[src/rtl/game_flow_sequencer_if.sv]
`default_nettype none
// +----------------------------------------------------------------------------+
// | Module  : game_flow_sequencer_if                                           |
// | Brief   : Bundles the player, level and VGA signals of the game sequencer. |
// | Rev     : 1.0  initial release                                             |
// +----------------------------------------------------------------------------+
interface game_flow_sequencer_if #(
  parameter int NUM_LEVELS  = 2,
  parameter int NUM_LIVES   = 3,
  parameter int COLOR_WIDTH = 4,
  parameter int LED_WIDTH   = 10
) ();
  localparam int LVL_W   = (NUM_LEVELS > 1) ? $clog2(NUM_LEVELS) : 1;
  localparam int LIVES_W = $clog2(NUM_LIVES + 1);
  localparam int RGB_W   = 3 * COLOR_WIDTH;

  logic                        start_button;
  logic                        frame_tick;
  logic                        display_enable;
  logic [NUM_LEVELS-1:0]       level_win;
  logic [NUM_LEVELS-1:0]       level_lose;
  logic [NUM_LEVELS*RGB_W-1:0] level_rgb;
  logic [RGB_W-1:0]            start_rgb;
  logic [RGB_W-1:0]            win_rgb;
  logic [RGB_W-1:0]            over_rgb;
  logic [NUM_LEVELS-1:0]       level_enable;
  logic [NUM_LEVELS-1:0]       level_reset;
  logic [COLOR_WIDTH-1:0]      vga_red;
  logic [COLOR_WIDTH-1:0]      vga_green;
  logic [COLOR_WIDTH-1:0]      vga_blue;
  logic [LVL_W-1:0]            current_level;
  logic [LIVES_W-1:0]          lives;
  logic [LED_WIDTH-1:0]        leds;

  modport master (
    output start_button, frame_tick, display_enable, level_win, level_lose,
           level_rgb, start_rgb, win_rgb, over_rgb,
    input  level_enable, level_reset, vga_red, vga_green, vga_blue,
           current_level, lives, leds
  );

  modport slave (
    input  start_button, frame_tick, display_enable, level_win, level_lose,
           level_rgb, start_rgb, win_rgb, over_rgb,
    output level_enable, level_reset, vga_red, vga_green, vga_blue,
           current_level, lives, leds
  );
endinterface
`default_nettype wire

[src/rtl/game_flow_sequencer.sv]
`default_nettype none
// +----------------------------------------------------------------------------+
// | Module  : game_flow_sequencer                                              |
// | Brief   : Game-flow FSM: levels, lives, level enables/resets, VGA colour.  |
// | Rev     : 1.0  initial release                                             |
// +----------------------------------------------------------------------------+
module game_flow_sequencer #(
  parameter int NUM_LEVELS         = 2,
  parameter int NUM_LIVES          = 3,
  parameter int COLOR_WIDTH        = 4,
  parameter int SCREEN_HOLD_FRAMES = 120,
  parameter int LED_WIDTH          = 10
) (
  input  wire logic            vga_clock,
  input  wire logic            reset,
  game_flow_sequencer_if.slave bus
);
  localparam int LVL_W   = (NUM_LEVELS > 1) ? $clog2(NUM_LEVELS) : 1;
  localparam int LIVES_W = $clog2(NUM_LIVES + 1);
  localparam int RGB_W   = 3 * COLOR_WIDTH;
  localparam int HOLD_W  = $clog2(SCREEN_HOLD_FRAMES + 2);

  typedef enum logic [2:0] {
    S_START = 3'd0,
    S_INTER = 3'd1,
    S_PLAY  = 3'd2,
    S_WIN   = 3'd3,
    S_OVER  = 3'd4
  } state_t;

  state_t             r_state;
  state_t             w_state_nxt;
  logic [LVL_W-1:0]   r_level;
  logic [LVL_W-1:0]   w_level_nxt;
  logic [LIVES_W-1:0] r_lives;
  logic [LIVES_W-1:0] w_lives_nxt;
  logic [HOLD_W-1:0]  r_hold;
  logic               r_btn_prev;
  logic [RGB_W-1:0]   r_rgb;
  logic [RGB_W-1:0]   w_sel_rgb;
  logic [RGB_W-1:0]   w_lvl_rgb [NUM_LEVELS];
  logic               w_press;
  logic               w_win;
  logic               w_lose;
  logic               w_last;

  // Button is active-low: a press is the released->pressed transition only.
  assign w_press = r_btn_prev & ~bus.start_button;
  assign w_win   = bus.level_win[r_level];
  assign w_lose  = bus.level_lose[r_level];
  assign w_last  = (r_level == LVL_W'(NUM_LEVELS - 1));

  for (genvar i = 0; i < NUM_LEVELS; i++) begin : g_level
    assign w_lvl_rgb[i]        = bus.level_rgb[i*RGB_W +: RGB_W];
    assign bus.level_enable[i] = (r_state == S_PLAY) && (r_level == LVL_W'(i));
    assign bus.level_reset[i]  = !((r_state == S_PLAY) && (r_level == LVL_W'(i)));
  end

  for (genvar i = 0; i < LED_WIDTH; i++) begin : g_leds
    assign bus.leds[i] = (int'(r_lives) > i);
  end

  always_comb begin
    w_state_nxt = r_state;
    w_level_nxt = r_level;
    w_lives_nxt = r_lives;
    w_sel_rgb   = '0;
    case (r_state)
      S_START: begin
        w_sel_rgb = bus.start_rgb;
        if (w_press) begin
          w_state_nxt = S_INTER;
          w_level_nxt = '0;
          w_lives_nxt = LIVES_W'(NUM_LIVES);
        end
      end
      S_INTER: begin
        if (r_hold >= HOLD_W'(SCREEN_HOLD_FRAMES)) w_state_nxt = S_PLAY;
      end
      S_PLAY: begin
        w_sel_rgb = w_lvl_rgb[r_level];
        if (w_win) begin
          if (w_last) begin
            w_state_nxt = S_WIN;
          end else begin
            w_state_nxt = S_INTER;
            w_level_nxt = r_level + LVL_W'(1);
          end
        end else if (w_lose) begin
          if (r_lives > LIVES_W'(1)) begin
            w_state_nxt = S_INTER;
            w_lives_nxt = r_lives - LIVES_W'(1);
          end else begin
            w_state_nxt = S_OVER;
            w_lives_nxt = '0;
          end
        end
      end
      S_WIN, S_OVER: begin
        w_sel_rgb = (r_state == S_WIN) ? bus.win_rgb : bus.over_rgb;
        if (w_press) begin
          w_state_nxt = S_START;
          w_level_nxt = '0;
          w_lives_nxt = LIVES_W'(NUM_LIVES);
        end
      end
      default: w_state_nxt = S_START;
    endcase
  end

  always_ff @(posedge vga_clock) begin
    if (reset) begin
      r_state    <= S_START;
      r_level    <= '0;
      r_lives    <= LIVES_W'(NUM_LIVES);
      r_hold     <= '0;
      r_btn_prev <= 1'b0;
      r_rgb      <= '0;
    end else begin
      r_state    <= w_state_nxt;
      r_level    <= w_level_nxt;
      r_lives    <= w_lives_nxt;
      r_btn_prev <= bus.start_button;
      r_rgb      <= bus.display_enable ? w_sel_rgb : '0;
      // Counter is zero on every INTER entry because any other state clears it.
      if (r_state != S_INTER)  r_hold <= '0;
      else if (bus.frame_tick) r_hold <= r_hold + HOLD_W'(1);
    end
  end

  assign bus.vga_red       = r_rgb[3*COLOR_WIDTH-1:2*COLOR_WIDTH];
  assign bus.vga_green     = r_rgb[2*COLOR_WIDTH-1:COLOR_WIDTH];
  assign bus.vga_blue      = r_rgb[COLOR_WIDTH-1:0];
  assign bus.current_level = r_level;
  assign bus.lives         = r_lives;
endmodule
`default_nettype wire

[src/flat_wrapper.sv]
// flat-port wrapper written by rule: the top's interface ports become plain ports
module game_flow_sequencer_flat 
#(
  parameter int NUM_LEVELS         = 2,
  parameter int NUM_LIVES          = 3,
  parameter int COLOR_WIDTH        = 4,
  parameter int SCREEN_HOLD_FRAMES = 120,
  parameter int LED_WIDTH          = 10
)
  (vga_clock, reset, bus_start_button, bus_frame_tick, bus_display_enable, bus_level_win, bus_level_lose, bus_level_rgb, bus_start_rgb, bus_win_rgb, bus_over_rgb, bus_level_enable, bus_level_reset, bus_vga_red, bus_vga_green, bus_vga_blue, bus_current_level, bus_lives, bus_leds);
  game_flow_sequencer_if #(.NUM_LEVELS(NUM_LEVELS), .NUM_LIVES(NUM_LIVES), .COLOR_WIDTH(COLOR_WIDTH), .LED_WIDTH(LED_WIDTH)) bus_i ();
  input  wire logic vga_clock;
  input  wire logic reset;
  input wire logic [$bits(bus_i.start_button)-1:0] bus_start_button;
  input wire logic [$bits(bus_i.frame_tick)-1:0] bus_frame_tick;
  input wire logic [$bits(bus_i.display_enable)-1:0] bus_display_enable;
  input wire logic [$bits(bus_i.level_win)-1:0] bus_level_win;
  input wire logic [$bits(bus_i.level_lose)-1:0] bus_level_lose;
  input wire logic [$bits(bus_i.level_rgb)-1:0] bus_level_rgb;
  input wire logic [$bits(bus_i.start_rgb)-1:0] bus_start_rgb;
  input wire logic [$bits(bus_i.win_rgb)-1:0] bus_win_rgb;
  input wire logic [$bits(bus_i.over_rgb)-1:0] bus_over_rgb;
  output wire logic [$bits(bus_i.level_enable)-1:0] bus_level_enable;
  output wire logic [$bits(bus_i.level_reset)-1:0] bus_level_reset;
  output wire logic [$bits(bus_i.vga_red)-1:0] bus_vga_red;
  output wire logic [$bits(bus_i.vga_green)-1:0] bus_vga_green;
  output wire logic [$bits(bus_i.vga_blue)-1:0] bus_vga_blue;
  output wire logic [$bits(bus_i.current_level)-1:0] bus_current_level;
  output wire logic [$bits(bus_i.lives)-1:0] bus_lives;
  output wire logic [$bits(bus_i.leds)-1:0] bus_leds;
  assign bus_i.start_button = bus_start_button;
  assign bus_i.frame_tick = bus_frame_tick;
  assign bus_i.display_enable = bus_display_enable;
  assign bus_i.level_win = bus_level_win;
  assign bus_i.level_lose = bus_level_lose;
  assign bus_i.level_rgb = bus_level_rgb;
  assign bus_i.start_rgb = bus_start_rgb;
  assign bus_i.win_rgb = bus_win_rgb;
  assign bus_i.over_rgb = bus_over_rgb;
  assign bus_level_enable = bus_i.level_enable;
  assign bus_level_reset = bus_i.level_reset;
  assign bus_vga_red = bus_i.vga_red;
  assign bus_vga_green = bus_i.vga_green;
  assign bus_vga_blue = bus_i.vga_blue;
  assign bus_current_level = bus_i.current_level;
  assign bus_lives = bus_i.lives;
  assign bus_leds = bus_i.leds;
  game_flow_sequencer #(.NUM_LEVELS(NUM_LEVELS), .NUM_LIVES(NUM_LIVES), .COLOR_WIDTH(COLOR_WIDTH), .SCREEN_HOLD_FRAMES(SCREEN_HOLD_FRAMES), .LED_WIDTH(LED_WIDTH)) u_core (.vga_clock(vga_clock), .reset(reset), .bus(bus_i));
endmodule
[config.mk]
export PLATFORM = sky130hd
export DESIGN_NAME = game_flow_sequencer_flat
export DESIGN_NICKNAME = d
export VERILOG_FILES = /design/src/rtl/game_flow_sequencer_if.sv /design/src/rtl/game_flow_sequencer.sv /design/src/flat_wrapper.sv
export SDC_FILE = /design/constraint.sdc
export NUM_CORES = 1
export LEC_CHECK = 0
export BUFFER_PORTS_ARGS = -buffer_cell sky130_fd_sc_hd__buf_2
export CAP_MARGIN = 20
export CORE_MARGIN = 5
export CORE_UTILIZATION = 28
export CTS_BUF_LIST = sky130_fd_sc_hd__clkbuf_16
export CTS_CLUSTER_SIZE = 28
export DETAILED_ROUTE_END_ITERATION = 8
export GPL_TIMING_DRIVEN = 0
export PLACE_DENSITY = 0.62
export SLEW_MARGIN = 10
export SYNTH_ARGS = -nofsm -noshare
export SYNTH_HDL_FRONTEND = slang
export SYNTH_SLANG_ARGS = --single-unit
[constraint.sdc]
create_clock -name vga_clock -period 3.1 [get_ports vga_clock]
set_input_delay 0.62 -clock vga_clock [delete_from_list [all_inputs] [get_ports vga_clock]]
set_output_delay 0.62 -clock vga_clock [all_outputs]
set_load 0.01 [all_outputs]
After elaboration in Yosys (flattened, before gate mapping)
Cells that the tools add are included.
{"block": "totals", "register_bits": 26, "input_bits": 69, "output_inout_bits": 29, "wordCells": 73}
{"block": "classes", "addsub": 3, "n_lt_le_gt_ge": 7, "eq_ne": 13, "mux": 26, "bitwise": 5, "n_reduce_logical": 13}
{"operator": "12-bit two-way mux", "count": 4}
{"operator": "12-bit one-hot mux with 3 select lines", "count": 1}
{"operator": "3-bit two-way mux", "count": 6}
{"operator": "2-bit by 1-bit inequality test with 1-bit output, second input constant", "count": 6}
{"operator": "3-bit one-hot mux with 4 select lines", "count": 1}
{"operator": "2-bit two-way mux", "count": 5}
{"operator": "4-bit AND reduction", "count": 2}
{"operator": "7-bit by 1-bit adder with 7-bit output, second input constant", "count": 1}
{"operator": "7-bit >= comparator, second input constant", "count": 1}
{"operator": "1-bit two-way mux", "count": 7}
{"operator": "3-bit by 2-bit == test with 1-bit output, second input constant", "count": 2}
{"operator": "2-bit by 1-bit > comparator with 1-bit output, second input constant", "count": 3}
{"operator": "3-bit by 1-bit inequality test with 1-bit output, second input constant", "count": 2}
{"operator": "2-bit OR reduction", "count": 3}
{"operator": "2-bit one-hot mux with 2 select lines", "count": 1}
{"operator": "3-bit by 1-bit == test with 1-bit output, second input constant", "count": 1}
{"operator": "3-bit == test, second input constant", "count": 1}
{"operator": "3-bit logical NOT", "count": 1}
{"operator": "1-bit inverter", "count": 3}
{"operator": "3-bit AND reduction", "count": 1}
{"operator": "3-bit OR reduction", "count": 1}
{"operator": "2-bit >= comparator, second input constant", "count": 1}
{"operator": "2-bit > comparator, second input constant", "count": 1}
{"operator": "1-bit logical AND", "count": 2}
{"operator": "other kinds (9)", "count": 10}

Logic depth before layout (Yosys ltp)
{"block": "depth", "ltp_word": 5, "depth_mapped": 7}

Least setup slack after synthesis
OpenSTA, ideal clock, no wires.
{"block": "synth_timing", "kind": "register -> output", "from": "register u_core.r_state[1]", "to": "output bus_level_enable[1]", "arrival_ns": 1.283, "t_required_ns": 2.480, "setup_slack_ns": 1.197, "path_stages_with_launch": 6, "n_path_buf": 2, "cell_sequence": "dfxtp_1 buf_2 nor3b_2 buf_2 nand2_1 inv_1"}
{"block": "synth_between", "elab_chain_cells": 2}
{"element": "start, declared", "line_no": "game_flow_sequencer.sv:31", "source": "state_t r_state;"}
{"element": "start signal, assigned", "line_no": "game_flow_sequencer.sv:120", "source": "r_state <= w_state_nxt;"}
{"element": "3-bit by 2-bit == test with 1-bit output", "line_no": "game_flow_sequencer.sv:55", "source": "assign bus.level_enable[i] = (r_state == S_PLAY) && (r_level == LVL_W'(i));"}
{"element": "1-bit logical AND", "line_no": "game_flow_sequencer.sv:55"}
{"element": "end, declared", "line_no": "flat_wrapper.sv:23", "source": "output wire logic [$bits(bus_i.level_enable)-1:0] bus_level_enable;"}
Every way passes these cells.

Final worst setup path
Ends and elaborated chain as after synthesis.

==> metrics.txt <==
Max Clock Freq 396 MHz; n_diodes 0; H-tree levels 1; commonest non-fill, non-tap cells in the layout buf_2, dfxtp_1, nor2_1; placer congestion estimate 0.832; number of fill cells 577; Mapped Avg Cell Area 9.27 um2; DP Worst Slack 0.843 ns; most common cell after layout, fill and taps aside buf_2; ys flop type dfxtp_1; later-pin clock latency in the skew report 0.25 ns; initial DRC count 126; CP endpoint kind output port; worst r2r path cells 5; die area 0.00742 mm2; row cnt 27; vias in the first global route 1,530; pwr/cell area 401 mW/mm2; via count 1,621; routed wire length 4.66 mm; post-DP HPWL 3.77 mm; clock net sink count 26; Syn Std Cell Area 0.00162 mm2; status finished clean; Initial Util 29.1%; TritonRoute pass-1 iters 4; startpoint of the worst hold path u_core.r_hold[5]; Post-Synthesis Cells between 150 and 200; post-route clock period utilization 81.4%; chip width around 86 um; CTS tree built; Sum Neg Setup Slack 0 ns; clock root buffer clkbuf_16; final worst setup slack 0.576 ns; max_cap viols 0; post-synth cell types 43; post-cts resize count 0; register area share after synthesis 32.1%; Fin. Hold Viols 0; Synth Register Bits 26; CP max-delay cell nor3b_2; All-Layer GR Usage roughly an eighth; synthesis-to-finish area growth 38.7%; asr flop ratio synth 0%; Worst-Margin Slew 0.567 ns; clock transition at the registers of the reported paths 0.06 ns; share of layout cells above drive strength 1 49.3%; Max IR drop VDD about 0.0002 V; input/output buffers between 80 and 90; DRC 0; maximum fanout along the worst path 10; grt ovf 0; TritonCTS buffer count 3; Hold Path End u_core.r_hold[5]; Pleak 1.06 nW; Worst slew margin between 60 and 70%; reg-to-reg setup timing slack around 1.2 ns; Worst EP required approximately 2.5 ns; Hold WC Path Type reg -> reg; first-pass GRT wire length 7.11 mm; Final setup viols 0; Syn. warnings 0; Top cell by count, worst path buf_2; worst r2r src u_core.bus.current_level; crit-path cells buf_2, nor3b_2, buf_2, nand2_1, inv_1, buf_2; Routed Antenna Nets 0; I/O Pins 98; kind of cell adding the most delay to the critical path buffers and inverters; Layout Skew 0.00134 ns; Routed wire per std cell 13.5 um; Slew Limit Fails 0; crit-path max cell delay 0.52 ns; critical path startpoint category flip-flop; Hold WS between 0.5 and 0.6 ns; RSZ-0062 raised after global routing false; Worst Path Arrival between 1.5 and 2 ns; worst setup path class reg -> out; worst reg2reg endpoint u_core.r_rgb[5]; final net count approximately 350; largest net degree at the start of global routing 14; min cycle time layout 2.52 ns; Chip Height 86.1 um; initial antenna violation count 0; EDFF count, synth 0; Post-CTS Setup Repair Bufs 0; cts hold-fix bufs 0; routed vias/inst 4.71; core region area roughly 0.0056 mm2; WP buf/inv 4; Hold Path Cell Cnt 2; Clock Path Buffers 2
[cell families after synthesis]
kind of cell | count (synthesis) | synth area share [%]
simple gates | 51 | 15.8
compound gates | 34 | 16.2
mux | 28 | 21.0
buf+inv | 28 | 10.5
flops | 26 | 32.1
xor+xnor | 5 | 2.70
fa+ha+maj | 2 | 1.54
other cells | 1 | 0.231
[per-layer routing]
layer	part of all wire [%]	vias up	track usage, %
met3	9.3	2	3.46
met4	0.45	0	2.59
met5	0	-	0
met1	40	723	14.7
li1	-	822	-
met2	50	74	19.9
[where the power goes]
| group | leakage (nW) | internal (W) | switching, W |
|---|---|---|---|
| Sequential | 0.212 | 0.000358 | 0.0000140 |
| Combinational | 0.814 | 0.000129 | 0.000122 |
| Clock | 0.0370 | 0.000171 | 0.000109 |
| Total | 1.06 | 0.000658 | 0.000246 |
[stage by stage]
step / power [W] / cells / cell area [um2] / utilization [%]
floorplan: 0.000541 / 181 / 1650 / -
global placement: 0.000630 / 341 / 2180 / 39.0
detailed placement: 0.000633 / 341 / 2180 / 39.0
CTS: 0.000913 / 344 / 2250 / 40.4
global route: 0.000954 / 344 / 2250 / 40.4
finish: 0.000903 / 344 / 2250 / 40.4
[flip-flops by register name (all words and copies together) (netlist names)]
name,count
u_core.r_rgb,12
u_core.r_hold,7
u_core.bus.current_level,1
u_core.r_btn_prev,1
u_core.r_state,3
u_core.bus.lives,2
[synthesized netlist by cell type (3+ instances only)]
master,n,area (um2)
xor2_1,4,35.0
nand4_1,3,18.8
and3_1,3,18.8
mux2i_1,4,40.0
o21ai_0,6,30.0
buf_4,7,52.6
a21oi_1,4,20.0
nand3_1,3,15.0
buf_2,6,30.0
mux2_2,16,180
clkbuf_1,3,11.3
nand2b_1,3,18.8
nand2_1,6,22.5
inv_1,8,30.0
mux2_4,8,120
nor2_1,21,78.8
a222oi_1,12,120
a31oi_1,3,18.8
dfxtp_1,26,521
[cell type report]
type / instances / area, um2 / area share [%]
repair buffers: 88 / 440 / 19.6
clock buffers: 3 / 75.1 / 3.34
well taps: 72 / 90.1 / 4.00
flip-flops and latches: 26 / 520 / 23.1
plain buffers: 20 / 140 / 6.23
inverters: 8 / 30.0 / 1.33
multi-input cells: 127 / 955 / 42.4
[worst max path at each step]
stage / startpoint / end / slack [ns] / cells after the start
after detailed placement: u_core.r_state[1] / bus_level_enable[1] / 0.84 / 6
after global placement: u_core.r_state[1] / bus_level_enable[1] / 0.84 / 6
after CTS: u_core.r_state[1] / bus_level_enable[1] / 0.56 / 6
after global routing: u_core.r_state[1] / bus_level_enable[1] / 0.37 / 6
final: u_core.r_state[1] / bus_level_enable[1] / 0.58 / 6
after floorplan: u_core.r_state[1] / bus_level_enable[1] / 1.20 / 5
[worst min-delay path, delay by kind of cell, from the launching register on]
| kind | cells | cell delay, ns |
|---|---|---|
| AOI/OAI and AO/OA | 2 | 0.14 |
| DFF | 1 | 0.33 |
Note: power is estimated with default switching activity, not from simulation.
